[src/rtl/mem_access_pkg.sv]
// Shared types for the memory-access stage.
// Bus layouts, mem_control bit positions and FSM encodings.
package mem_access_pkg;

  localparam int EXE_MEM_BUS_W = 106;
  localparam int MEM_WB_BUS_W  = 70;

  localparam int MC_LOAD  = 3;
  localparam int MC_STORE = 2;
  localparam int MC_WORD  = 1;
  localparam int MC_SIGN  = 0;

  typedef enum logic [1:0] {
    S_IDLE      = 2'd0,
    S_LOAD_WAIT = 2'd1,
    S_DONE      = 2'd2
  } state_t;

  typedef struct packed {
    logic [3:0]  mem_control;
    logic [31:0] store_data;
    logic [31:0] alu_result;
    logic        rf_wen;
    logic [4:0]  rf_wdest;
    logic [31:0] pc;
  } exe_mem_t;

  typedef struct packed {
    logic        rf_wen;
    logic [4:0]  rf_wdest;
    logic [31:0] mem_result;
    logic [31:0] pc;
  } mem_wb_t;

endpackage

[src/rtl/load_ext.sv]
// Load-data aligner: byte select by offset plus sign/zero extension.
// Word loads pass the RAM word through untouched.
module load_ext (
  input  logic [31:0] i_rdata,
  input  logic [1:0]  i_off,
  input  logic        i_word,
  input  logic        i_sign,
  output logic [31:0] o_data
);

  logic [7:0] w_byte;

  always_comb begin
    w_byte = i_rdata[7:0];
    unique case (i_off)
      2'd0: w_byte = i_rdata[7:0];
      2'd1: w_byte = i_rdata[15:8];
      2'd2: w_byte = i_rdata[23:16];
      2'd3: w_byte = i_rdata[31:24];
      default: w_byte = i_rdata[7:0];
    endcase
  end

  assign o_data = i_word ? i_rdata
                : {{24{i_sign & w_byte[7]}}, w_byte};

endmodule

[src/rtl/mem_access.sv]
// Memory-access stage: drives the data RAM and packs the write-back bus.
// Raises MEM_over exactly once per instruction.
module mem_access
  import mem_access_pkg::*;
#(
  parameter int LOAD_LAT = 1
) (
  input  logic                     clk,
  input  logic                     resetn,
  input  logic                     MEM_valid,
  input  logic [EXE_MEM_BUS_W-1:0] EXE_MEM_bus_r,
  input  logic [31:0]              dm_rdata,
  output logic [31:0]              dm_addr,
  output logic [3:0]               dm_wen,
  output logic [31:0]              dm_wdata,
  output logic                     MEM_over,
  output logic [MEM_WB_BUS_W-1:0]  MEM_WB_bus,
  output logic [31:0]              MEM_pc
);

  localparam int CNT_W = (LOAD_LAT > 1) ? $clog2(LOAD_LAT) : 1;

  exe_mem_t         w_bus;
  mem_wb_t          w_wb;
  state_t           r_state;
  state_t           w_next;
  logic [CNT_W-1:0] r_lat_cnt;
  logic [1:0]       r_byte_off;
  logic             w_load;
  logic             w_store;
  logic             w_word;
  logic             w_sign;
  logic             w_cnt_zero;
  logic [31:0]      w_ld_data;

  assign w_bus      = EXE_MEM_bus_r;
  assign w_load     = w_bus.mem_control[MC_LOAD];
  assign w_store    = w_bus.mem_control[MC_STORE];
  assign w_word     = w_bus.mem_control[MC_WORD];
  assign w_sign     = w_bus.mem_control[MC_SIGN];
  assign w_cnt_zero = (r_lat_cnt == '0);

  always_ff @(posedge clk or negedge resetn) begin
    if (!resetn) begin
      r_state    <= S_IDLE;
      r_lat_cnt  <= '0;
      r_byte_off <= 2'd0;
    end else begin
      r_state <= w_next;
      if (r_state == S_IDLE && MEM_valid && w_load) begin
        r_byte_off <= w_bus.alu_result[1:0];
        r_lat_cnt  <= CNT_W'(LOAD_LAT - 1);
      end else if (r_state == S_LOAD_WAIT && !w_cnt_zero) begin
        r_lat_cnt <= r_lat_cnt - 1'b1;
      end
    end
  end

  always_comb begin
    w_next = r_state;
    unique case (r_state)
      S_IDLE:
        if (MEM_valid) w_next = w_load ? S_LOAD_WAIT : S_DONE;
      S_LOAD_WAIT:
        if (w_cnt_zero) w_next = S_DONE;
      S_DONE:
        if (!MEM_valid) w_next = S_IDLE;
      default: w_next = S_IDLE;
    endcase
  end

  // IDLE decode is gated by resetn so nothing escapes while held in reset
  always_comb begin
    MEM_over = 1'b0;
    dm_wen   = 4'b0000;
    unique case (r_state)
      S_IDLE:
        if (MEM_valid && resetn && !w_load) begin
          MEM_over = 1'b1;
          if (w_store)
            dm_wen = w_word ? 4'b1111
                   : 4'b0001 << w_bus.alu_result[1:0];
        end
      S_LOAD_WAIT:
        MEM_over = w_cnt_zero;
      default: ;
    endcase
  end

  assign dm_addr  = {w_bus.alu_result[31:2], 2'b00};
  assign dm_wdata = w_word ? w_bus.store_data
                  : {4{w_bus.store_data[7:0]}};

  load_ext u_load_ext (
    .i_rdata (dm_rdata),
    .i_off   (r_byte_off),
    .i_word  (w_word),
    .i_sign  (w_sign),
    .o_data  (w_ld_data)
  );

  assign w_wb.rf_wen     = w_bus.rf_wen;
  assign w_wb.rf_wdest   = w_bus.rf_wdest;
  assign w_wb.mem_result = w_load ? w_ld_data : w_bus.alu_result;
  assign w_wb.pc         = w_bus.pc;
  assign MEM_WB_bus      = w_wb;
  assign MEM_pc          = w_bus.pc;

endmodule

[config.mk]
export PLATFORM = sky130hd
export DESIGN_NAME = mem_access
export DESIGN_NICKNAME = d
export VERILOG_FILES = /design/src/rtl/mem_access_pkg.sv /design/src/rtl/load_ext.sv /design/src/rtl/mem_access.sv
export SDC_FILE = /design/constraint.sdc
export NUM_CORES = 1
export LEC_CHECK = 0
export BUFFER_PORTS_ARGS = -buffer_cell sky130_fd_sc_hd__buf_2
export CORE_AREA = 4 4 119 121
export CTS_BUF_LIST = sky130_fd_sc_hd__clkbuf_8
export CTS_CLUSTER_SIZE = 10
export DETAILED_ROUTE_END_ITERATION = 6
export DIE_AREA = 0 0 123 125
export GPL_ROUTABILITY_DRIVEN = 0
export PLACE_DENSITY = 0.61
export SLEW_MARGIN = 40
export SYNTH_ARGS = -nofsm -noshare
export SYNTH_HDL_FRONTEND = slang
export SYNTH_HIERARCHICAL = 1
export SYNTH_SLANG_ARGS = --single-unit
[constraint.sdc]
create_clock -name clk -period 2.1 [get_ports clk]
set_input_delay 0.105 -clock clk [delete_from_list [all_inputs] [get_ports clk]]
set_output_delay 0.105 -clock clk [all_outputs]
set_load 0.02 [all_outputs]
==> results of run 1 <==
==> Yosys cell counts <==
library cell / number / area (um^2)
o21ai_0: 8 / 40.0
nor3b_1: 1 / 7.51
buf_6: 8 / 90.1
buf_2: 3 / 15.0
conb_1: 1 / 3.75
a22oi_1: 15 / 113
o32ai_1: 1 / 8.76
mux2_4: 3 / 45.0
nand3b_1: 1 / 7.51
or2_2: 1 / 6.26
nor2b_4: 1 / 13.8
nand4bb_4: 1 / 27.5
nand2_1: 93 / 349
a21oi_1: 4 / 20.0
a2bb2oi_1: 1 / 8.76
nor3_1: 1 / 5.00
mux2_1: 32 / 360
and4bb_4: 1 / 16.3
a211oi_1: 3 / 22.5
or2b_1: 1 / 7.51
buf_4: 112 / 841
nand2b_1: 11 / 68.8
inv_1: 3 / 11.3
o21a_1: 1 / 7.51
dfrtp_1: 5 / 125
a32oi_4: 1 / 27.5
nor2b_1: 2 / 12.5
mux2_2: 8 / 90.1
clkbuf_1: 4 / 15.0
nand2_2: 5 / 31.3
==> power by group through the flow <==
stage | Sequential, mW | Clock [mW] | Combinational (mW)
after floorplan | 0.125 | 0 | 0.881
after detailed placement | 0.137 | 0 | 0.990
after global routing | 0.142 | 0.187 | 1.24
after global placement | 0.137 | 0 | 0.987
after CTS | 0.135 | 0.179 | 0.997
final | 0.138 | 0.171 | 1.15
==> flip-flops by register name (all words and copies together) (netlist names) <==
register    flops
r_byte_off      2
r_state         2
r_lat_cnt       1
==> routing by layer <==
layer / vias up / wire [um] / global-route usage / share of wire
li1: 1159 / - / - / -
met3: 38 / 1100 / 0.0248 / 0.10
met1: 1097 / 3720 / 0.127 / 0.35
met4: 0 / 275 / 0.0417 / 0.026
met5: - / 0 / 0 / 0
met2: 158 / 5650 / 0.229 / 0.53
==> repair_timing <==
item | in CTS | in global routing
gates cloned | 0 | 3
gates resized for setup | 1 | 63
endpoints found under the setup margin | 1 | 21
buffers inserted | 0 | 1
pin swaps | 0 | 1
hold buffers | 1 | 0
endpoints found under the hold margin | 5 | 0
==> cell type report <==
type	instances	area share
Tap cell	176	0.0719
Clock buffer	3	0.0135
Clock inverter	1	0.00123
Inverter	3	0.00368
Multi-Input combinational cell	198	0.448
Sequential cell	5	0.0413
Timing Repair Buffer	213	0.421
==> worst register-to-register path, stage by stage, from the launching register on <==
cell      delay (ns)
dfrtp_1         0.42
and4bb_4        0.39
mux2_4          0.30
==> through the flow <==
stage,setup slack [ns],cell area [um^2],power (mW),utilization,cells
finish,0.0393,3060,1.46,0.234,599
global route,-0.0186,3060,1.57,0.234,599
CTS,0.0305,2790,1.31,0.213,595
detailed placement,0.232,2730,1.13,0.209,590
global placement,0.261,2730,1.12,0.209,590
floorplan,0.372,2400,1.01,-,333
==> final timing paths <==
path                                        endpoint  slack (ns)  cells past startpoint
max in group asynchronous  r_byte_off[1]$_DFFE_PN0P_        1.66                      2
min reg2reg                    r_lat_cnt$_DFFE_PN0P_        0.51                      1
min in group asynchronous     r_state[1]$_DFFE_PN0P_        0.26                      2
max reg2reg                r_byte_off[1]$_DFFE_PN0P_        0.87                      2
max                                   MEM_WB_bus[52]        0.04                      7
min                           r_state[1]$_DFFE_PN0P_        0.21                      3
==> logic make-up (layout without fill, tap and decap cells) <==
family / count (synthesis) / after routing / synth area share
and+or+nand+nor: 119 / 119 / 0.231
AOI/OAI and AO/OA: 34 / 34 / 0.103
DFF: 5 / 5 / 0.0522
buffers and inverters: 130 / 220 / 0.406
muxes: 43 / 43 / 0.207
other: 1 / 2 / 0.00156
==> report_table.html, run 1 <==
<table>
<tr><th>Metric</th><th>Value</th></tr>
<tr><th colspan="2">Global routing</th></tr>
<tr><td>Overall global routing resource usage</td><td>0.120</td></tr>
<tr><td>Antenna violations before repair</td><td>0</td></tr>
<tr><td>Vias in the first global route</td><td>2348</td></tr>
<tr><td>Wire length of the first global-routing pass</td><td>14000 um</td></tr>
<tr><td>Congestion Overflow GR</td><td>0</td></tr>
<tr><td>Largest net degree at the start of global routing</td><td>38</td></tr>
<tr><th colspan="2">Clock tree</th></tr>
<tr><td>Skew-Pair Late Insertion Delay</td><td>0.22 ns</td></tr>
<tr><td>Clock edge transition at the registers on the reported setup and hold paths</td><td>0.04 ns</td></tr>
<tr><td>Total number of H-tree levels</td><td>1</td></tr>
<tr><td>Cell at the root of the clock tree</td><td>clkbuf_8</td></tr>
<tr><td>TritonCTS Buffers</td><td>3</td></tr>
<tr><td>Clock tree from TritonCTS</td><td>built</td></tr>
<tr><td>CTS max path bufs</td><td>2</td></tr>
<tr><td>CTS Sinks</td><td>5</td></tr>
<tr><th colspan="2">Detailed routing</th></tr>
<tr><td>Via-to-Cell Ratio</td><td>4.09</td></tr>
<tr><td>Vias after detailed routing</td><td>2452</td></tr>
<tr><td>1st-iter DRT viols</td><td>67</td></tr>
<tr><td>Total wire length after detailed routing</td><td>10700 um</td></tr>
<tr><td>Final routed DRC violation total</td><td>0</td></tr>
<tr><td>Remaining antenna violation count</td><td>0</td></tr>
<tr><td>Router iterations before antenna repair</td><td>4</td></tr>
<tr><td>Post-detailed-route wirelength per cell</td><td>17.9 um</td></tr>
<tr><th colspan="2">Floorplanning</th></tr>
<tr><td>Core footprint</td><td>13100 um^2</td></tr>
<tr><td>Top-level I/O count</td><td>312</td></tr>
<tr><td>Width of the die</td><td>123 um</td></tr>
<tr><td>FP Rows</td><td>42</td></tr>
<tr><td>Chip height</td><td>125 um</td></tr>
<tr><td>Die outline area</td><td>15400 um^2</td></tr>
<tr><td>Starting Density</td><td>0.183</td></tr>
<tr><th colspan="2">Power and ir drop</th></tr>
<tr><td>Relative contribution of combinational cells to total power</td><td>0.788</td></tr>
<tr><td>Clock network power share</td><td>0.118</td></tr>
<tr><td>Leakage</td><td>1.76 nW</td></tr>
<tr><td>Pwr per Cell Area</td><td>475 nW/um^2</td></tr>
<tr><td>Switch Pwr</td><td>0.684 mW</td></tr>
<tr><td>Total internal power</td><td>0.771 mW</td></tr>
<tr><td>Proportion of total power due to net switching</td><td>0.470</td></tr>
<tr><td>Peak VDD IR</td><td>0.0922 mV</td></tr>
<tr><td>Sequential share of power</td><td>0.095</td></tr>
<tr><th colspan="2">Placed design</th></tr>
<tr><td>Count of input and output buffers</td><td>201</td></tr>
<tr><td>Half-perimeter wire length after placement</td><td>9000 um</td></tr>
<tr><th colspan="2">Final layout</th></tr>
<tr><td>Area taken by multi-input logic gates</td><td>1370 um^2</td></tr>
<tr><td>Final antenna diode count</td><td>0</td></tr>
<tr><td>Most frequent cells in the layout</td><td>buf_2, nand2_1, buf_6, mux2_4, a22oi_1</td></tr>
<tr><td>Final net count</td><td>565</td></tr>
<tr><td>Seq. cell area</td><td>126 um^2</td></tr>
<tr><td>Fraction of final layout cells with drive strength greater than 1</td><td>0.605</td></tr>
<tr><td>Layout filler cell count</td><td>1488</td></tr>
<tr><td>Commonest non-fill, non-tap cell in the layout</td><td>buf_2</td></tr>
<tr><td>Layout Area Growth over Synthesis</td><td>27.8%</td></tr>
<tr><th colspan="2">Logic synthesis</th></tr>
<tr><td>Sequential-to-total area share from yosys stat</td><td>0.0522</td></tr>
<tr><td>Syn Std Cell Area</td><td>2400 um^2</td></tr>
<tr><td>Syn Area/Cell</td><td>7.22 um^2</td></tr>
<tr><td>Number of distinct library cell variants in the gate-level netlist after synthesis</td><td>30</td></tr>
<tr><td>Warning count from the yosys run</td><td>6</td></tr>
<tr><td>Post-Synthesis Cells</td><td>332</td></tr>
<tr><td>Seq cells post-synth</td><td>5</td></tr>
<tr><th colspan="2">Flow run</th></tr>
<tr><td>Max-Cap Viols</td><td>0</td></tr>
<tr><th colspan="2">Critical path</th></tr>
<tr><td>Crit Path Category</td><td>reg -&gt; out</td></tr>
<tr><td>Family with the most delay on the worst path</td><td>multiplexers</td></tr>
<tr><td>Worst path cell trace</td><td>mux2_4 &gt; a32oi_4 &gt; buf_12 &gt; buf_8 &gt; nand2_2 &gt; mux2_1 &gt; buf_2</td></tr>
<tr><td>Required time at the endpoint of the critical path</td><td>2.00 ns</td></tr>
<tr><td>Reg2Reg Launch Point</td><td>r_state[0]$_DFFE_PN0P_</td></tr>
<tr><td>Timing startpoint of the critical path</td><td>r_byte_off[1]$_DFFE_PN0P_</td></tr>
<tr><td>Crit path max-delay cell type</td><td>dfrtp_2</td></tr>
<tr><td>Biggest fanout along the worst timing path</td><td>6</td></tr>
<tr><td>Number of buffer and inverter instances along the worst setup path</td><td>3</td></tr>
<tr><td>CP peak stage delay</td><td>0.43 ns</td></tr>
<tr><td>WP data arrival</td><td>1.96 ns</td></tr>
<tr><td>Crit. End Element</td><td>output port</td></tr>
<tr><td>Critical Path Start Type</td><td>flip-flop</td></tr>
<tr><th colspan="2">STA</th></tr>
<tr><td>Final number of setup-violating endpoints</td><td>0</td></tr>
<tr><td>Unrepaired setup endpoints after global routing</td><td>yes</td></tr>
<tr><td>Final critical-path share of the clock period</td><td>0.981</td></tr>
<tr><td>Worst clock skew on the final layout</td><td>0.00268 ns</td></tr>
<tr><td>Sum Neg Setup Slack</td><td>0 ns</td></tr>
<tr><td>Timing-limited maximum frequency</td><td>485 MHz</td></tr>
<tr><td>Final min period</td><td>2.06 ns</td></tr>
<tr><td>Minimum hold slack</td><td>0.210 ns</td></tr>
<tr><td>Slew Limit Fails</td><td>0</td></tr>
<tr><td>Final hold violations</td><td>0</td></tr>
<tr><th colspan="2">Min path</th></tr>
<tr><td>Launch point of the worst hold path</td><td>MEM_valid</td></tr>
<tr><td>Hold/Removal Path Class</td><td>in -&gt; reg</td></tr>
<tr><th colspan="2">Status</th></tr>
<tr><td>Result of the run</td><td>complete, no violations</td></tr>
</table>
Note: power is estimated with default switching activity, not from simulation.
==> inputs of run 2 (changes only) <==
--- a/config.mk
+++ b/config.mk
@@ -6,13 +6,15 @@
 export NUM_CORES = 1
 export LEC_CHECK = 0
 export BUFFER_PORTS_ARGS = -buffer_cell sky130_fd_sc_hd__buf_2
-export CORE_AREA = 4 4 119 121
+export CELL_PAD_IN_SITES_DETAIL_PLACEMENT = 0
+export CELL_PAD_IN_SITES_GLOBAL_PLACEMENT = 1
+export CORE_AREA = 4 4 118 120
 export CTS_BUF_LIST = sky130_fd_sc_hd__clkbuf_8
 export CTS_CLUSTER_SIZE = 10
 export DETAILED_ROUTE_END_ITERATION = 6
-export DIE_AREA = 0 0 123 125
+export DIE_AREA = 0 0 122 124
 export GPL_ROUTABILITY_DRIVEN = 0
-export PLACE_DENSITY = 0.61
+export PLACE_DENSITY = 0.89
 export SLEW_MARGIN = 40
 export SYNTH_ARGS = -nofsm -noshare
 export SYNTH_HDL_FRONTEND = slang
==> report_table.html, run 2 (same netlist as run 1, synthesis figures left out) <==
<table>
<tr><th>Metric</th><th>Value</th></tr>
<tr><th colspan="2">Status</th></tr>
<tr><td>Result of the run</td><td>complete, no violations</td></tr>
<tr><th colspan="2">Floorplanning</th></tr>
<tr><td>FP Rows</td><td>42 (unchanged)</td></tr>
<tr><td>Chip height</td><td>124 um (-0.80%)</td></tr>
<tr><td>Width of the die</td><td>122 um (-0.81%)</td></tr>
<tr><td>Core footprint</td><td>13000 um^2 (-0.80%)</td></tr>
<tr><td>Die outline area</td><td>15100 um^2 (-1.6%)</td></tr>
<tr><td>Starting Density</td><td>0.185 (+0.00148)</td></tr>
<tr><td>Top-level I/O count</td><td>312 (unchanged)</td></tr>
<tr><th colspan="2">Critical path</th></tr>
<tr><td>Crit. End Element</td><td>output port</td></tr>
<tr><td>Required time at the endpoint of the critical path</td><td>2.00 ns (about the same)</td></tr>
<tr><td>Biggest fanout along the worst timing path</td><td>6 (unchanged)</td></tr>
<tr><td>Critical Path Start Type</td><td>flip-flop</td></tr>
<tr><td>Reg2Reg Launch Point</td><td>r_state[0]$_DFFE_PN0P_</td></tr>
<tr><td>Crit Path Category</td><td>reg -&gt; out</td></tr>
<tr><td>Reg-to-reg setup timing slack</td><td>0.87 ns (about the same)</td></tr>
<tr><td>WP data arrival</td><td>1.94 ns (-0.02 ns)</td></tr>
<tr><td>Reg2reg path depth</td><td>2 (unchanged)</td></tr>
<tr><td>Worst r2r dst</td><td>r_byte_off[0]$_DFFE_PN0P_</td></tr>
<tr><th colspan="2">Min path</th></tr>
<tr><td>Launch point of the worst hold path</td><td>MEM_valid</td></tr>
<tr><td>Endpoint of the worst hold path</td><td>r_state[1]$_DFFE_PN0P_</td></tr>
<tr><td>Hold/Removal Path Class</td><td>in -&gt; reg</td></tr>
<tr><td>Hold Path Depth</td><td>3 (unchanged)</td></tr>
<tr><th colspan="2">Final layout</th></tr>
<tr><td>Fraction of final layout cells with drive strength greater than 1</td><td>0.602 (-0.00285)</td></tr>
<tr><td>Layout Area Growth over Synthesis</td><td>27.9% (about the same)</td></tr>
<tr><td>Post-Layout Cell Count</td><td>601 (+0.33%)</td></tr>
<tr><td>Final antenna diode count</td><td>0 (unchanged)</td></tr>
<tr><td>Layout filler cell count</td><td>1482 (-0.40%)</td></tr>
<tr><td>Biggest registers after layout</td><td>r_byte_off: 2 flops, r_state: 2 flops, r_lat_cnt: 1 flops</td></tr>
<tr><td>Final core utilization</td><td>0.236 (+0.00209)</td></tr>
<tr><td>Final net count</td><td>567 (+0.35%)</td></tr>
<tr><td>Area taken by multi-input logic gates</td><td>1360 um^2 (-0.82%)</td></tr>
<tr><td>Commonest non-fill, non-tap cell in the layout</td><td>buf_2</td></tr>
<tr><td>Most frequent cells in the layout</td><td>buf_2, nand2_1, buf_6, mux2_4, mux2_1</td></tr>
<tr><td>Seq. cell area</td><td>128 um^2 (+0.99%)</td></tr>
<tr><th colspan="2">Clock tree</th></tr>
<tr><td>Cell at the root of the clock tree</td><td>clkbuf_8</td></tr>
<tr><td>Clock edge transition at the registers on the reported setup and hold paths</td><td>0.04 ns (about the same)</td></tr>
<tr><td>CTS max path bufs</td><td>2 (unchanged)</td></tr>
<tr><td>Skew-Pair Late Insertion Delay</td><td>0.22 ns (about the same)</td></tr>
<tr><td>CTS Sinks</td><td>5 (unchanged)</td></tr>
<tr><td>Total number of H-tree levels</td><td>1 (unchanged)</td></tr>
<tr><td>Clock tree from TritonCTS</td><td>built</td></tr>
<tr><td>TritonCTS Buffers</td><td>3 (unchanged)</td></tr>
<tr><th colspan="2">STA</th></tr>
<tr><td>Final critical-path share of the clock period</td><td>0.975 (-0.00653)</td></tr>
<tr><td>Worst clock skew on the final layout</td><td>0.00439 ns (+0.00171 ns)</td></tr>
<tr><td>Final hold violations</td><td>0 (unchanged)</td></tr>
<tr><td>Slew Limit Fails</td><td>0 (unchanged)</td></tr>
<tr><td>Final min period</td><td>2.05 ns (-0.0137 ns)</td></tr>
<tr><td>Final number of setup-violating endpoints</td><td>0 (unchanged)</td></tr>
<tr><td>Minimum hold slack</td><td>0.201 ns (-0.00848 ns)</td></tr>
<tr><td>Timing-limited maximum frequency</td><td>489 MHz (+0.67%)</td></tr>
<tr><th colspan="2">Placed design</th></tr>
<tr><td>Count of input and output buffers</td><td>201 (unchanged)</td></tr>
<tr><td>Half-perimeter wire length after placement</td><td>8500 um (-5.6%)</td></tr>
<tr><td>Cell Count Post-Placement</td><td>591 (+0.17%)</td></tr>
<tr><th colspan="2">Global routing</th></tr>
<tr><td>Congestion Overflow GR</td><td>0 (unchanged)</td></tr>
<tr><td>Largest net degree at the start of global routing</td><td>32 (-16%)</td></tr>
<tr><td>Antenna violations before repair</td><td>3 (+3)</td></tr>
<tr><td>Overall global routing resource usage</td><td>0.114 (-0.00606)</td></tr>
<tr><td>Vias in the first global route</td><td>2244 (-4.4%)</td></tr>
<tr><td>Wire length of the first global-routing pass</td><td>13000 um (-7.1%)</td></tr>
<tr><th colspan="2">Power and ir drop</th></tr>
<tr><td>Leakage</td><td>1.76 nW (about the same)</td></tr>
<tr><td>Switch Pwr</td><td>0.674 mW (-1.4%)</td></tr>
<tr><td>Peak VDD IR</td><td>0.133 mV (+44%)</td></tr>
<tr><td>Clock network power share</td><td>0.119 (about the same)</td></tr>
<tr><td>Total power</td><td>1.44 mW (-0.84%)</td></tr>
<tr><td>Relative contribution of combinational cells to total power</td><td>0.785 (-0.003)</td></tr>
<tr><td>Proportion of total power due to net switching</td><td>0.467 (-0.00278)</td></tr>
<tr><td>Sequential share of power</td><td>0.096 (about the same)</td></tr>
<tr><td>Total internal power</td><td>0.769 mW (-0.32%)</td></tr>
<tr><td>Pwr per Cell Area</td><td>471 nW/um^2 (-0.92%)</td></tr>
<tr><th colspan="2">Detailed routing</th></tr>
<tr><td>Via-to-Cell Ratio</td><td>4.10 (+0.20%)</td></tr>
<tr><td>Final routed DRC violation total</td><td>0 (unchanged)</td></tr>
<tr><td>Total wire length after detailed routing</td><td>10200 um (-5.5%)</td></tr>
<tr><td>Remaining antenna violation count</td><td>0 (unchanged)</td></tr>
<tr><td>Post-detailed-route wirelength per cell</td><td>16.9 um (-5.8%)</td></tr>
<tr><td>Vias after detailed routing</td><td>2465 (+0.53%)</td></tr>
<tr><td>Router iterations before antenna repair</td><td>4 (unchanged)</td></tr>
<tr><td>1st-iter DRT viols</td><td>111 (+66%)</td></tr>
<tr><th colspan="2">Flow run</th></tr>
<tr><td>Max-Cap Viols</td><td>0 (unchanged)</td></tr>
</table>
run 2: through the flow:
| step | TNS [ns] | cell area [um^2] | setup slack (ns) |
|---|---|---|---|
| 6_report | 0 | 3070 | 0.0531 |
| 5_1_grt | -0.0307 | 3070 | -0.00828 |
| 4_1_cts | 0 | 2800 | 0.0132 |
| 3_5_place_dp | 0 | 2740 | 0.226 |
| 3_3_place_gp | 0 | 2740 | 0.278 |
| 2_1_floorplan | 0 | 2400 | 0.372 |
run 2: metal layers:
layer	GRT usage	share of wire	up-vias
li1	-	-	1165
met3	0.0509	0.14	44
met1	0.111	0.32	1070
met2	0.212	0.51	180
met5	0	0.0033	-
met4	0.0406	0.028	6
run 2: layout make-up:
class	count	area share
repair buffers	215	0.424
clock inverters	1	0.00122
flip-flops and latches	5	0.0416
clock buffers	3	0.0135
inverters	3	0.00367
multi-input cells	198	0.444
well taps	176	0.0718
run 2: worst max-delay path by stage:
| stage | end | slack, ns | startpoint | depth (start not counted) |
|---|---|---|---|---|
| final | MEM_WB_bus[48] | 0.05 | r_byte_off[1]$_DFFE_PN0P_ | 7 |
| after global routing | MEM_WB_bus[54] | -0.008 | r_byte_off[1]$_DFFE_PN0P_ | 7 |
| after CTS | MEM_WB_bus[63] | 0.01 | r_byte_off[1]$_DFFE_PN0P_ | 6 |
| after detailed placement | MEM_WB_bus[32] | 0.23 | r_byte_off[1]$_DFFE_PN0P_ | 6 |
| after global placement | MEM_WB_bus[32] | 0.28 | r_byte_off[1]$_DFFE_PN0P_ | 6 |
| after floorplan | MEM_WB_bus[43] | 0.37 | r_byte_off[0]$_DFFE_PN0P_ | 7 |
run 2: worst max-delay path: stages, from the launching register on:
cell	delay (ns)
dfrtp_2	0.43
mux2_4	0.33
a32oi_4	0.20
buf_12	0.16
buf_8	0.12
nand2_2	0.04
mux2_1	0.30
buf_6	0.14
run 2: timing repair:
item                       4_1_cts  5_1_grt
hold endpoints to repair         5        0
buffers inserted                 0        2
resized for setup                1       60
pin swaps                        0        1
setup endpoints to repair        2       25
gates cloned                     0        3
hold buffers                     1        0
run 2: power by group through the flow:
stage               Combinational, mW  Clock (mW)  Sequential, mW
finish                           1.13       0.172           0.139
global route                     1.22       0.185           0.144
CTS                             0.988       0.176           0.136
detailed placement              0.980           0           0.136
global placement                0.975           0           0.134
floorplan                       0.881           0           0.125
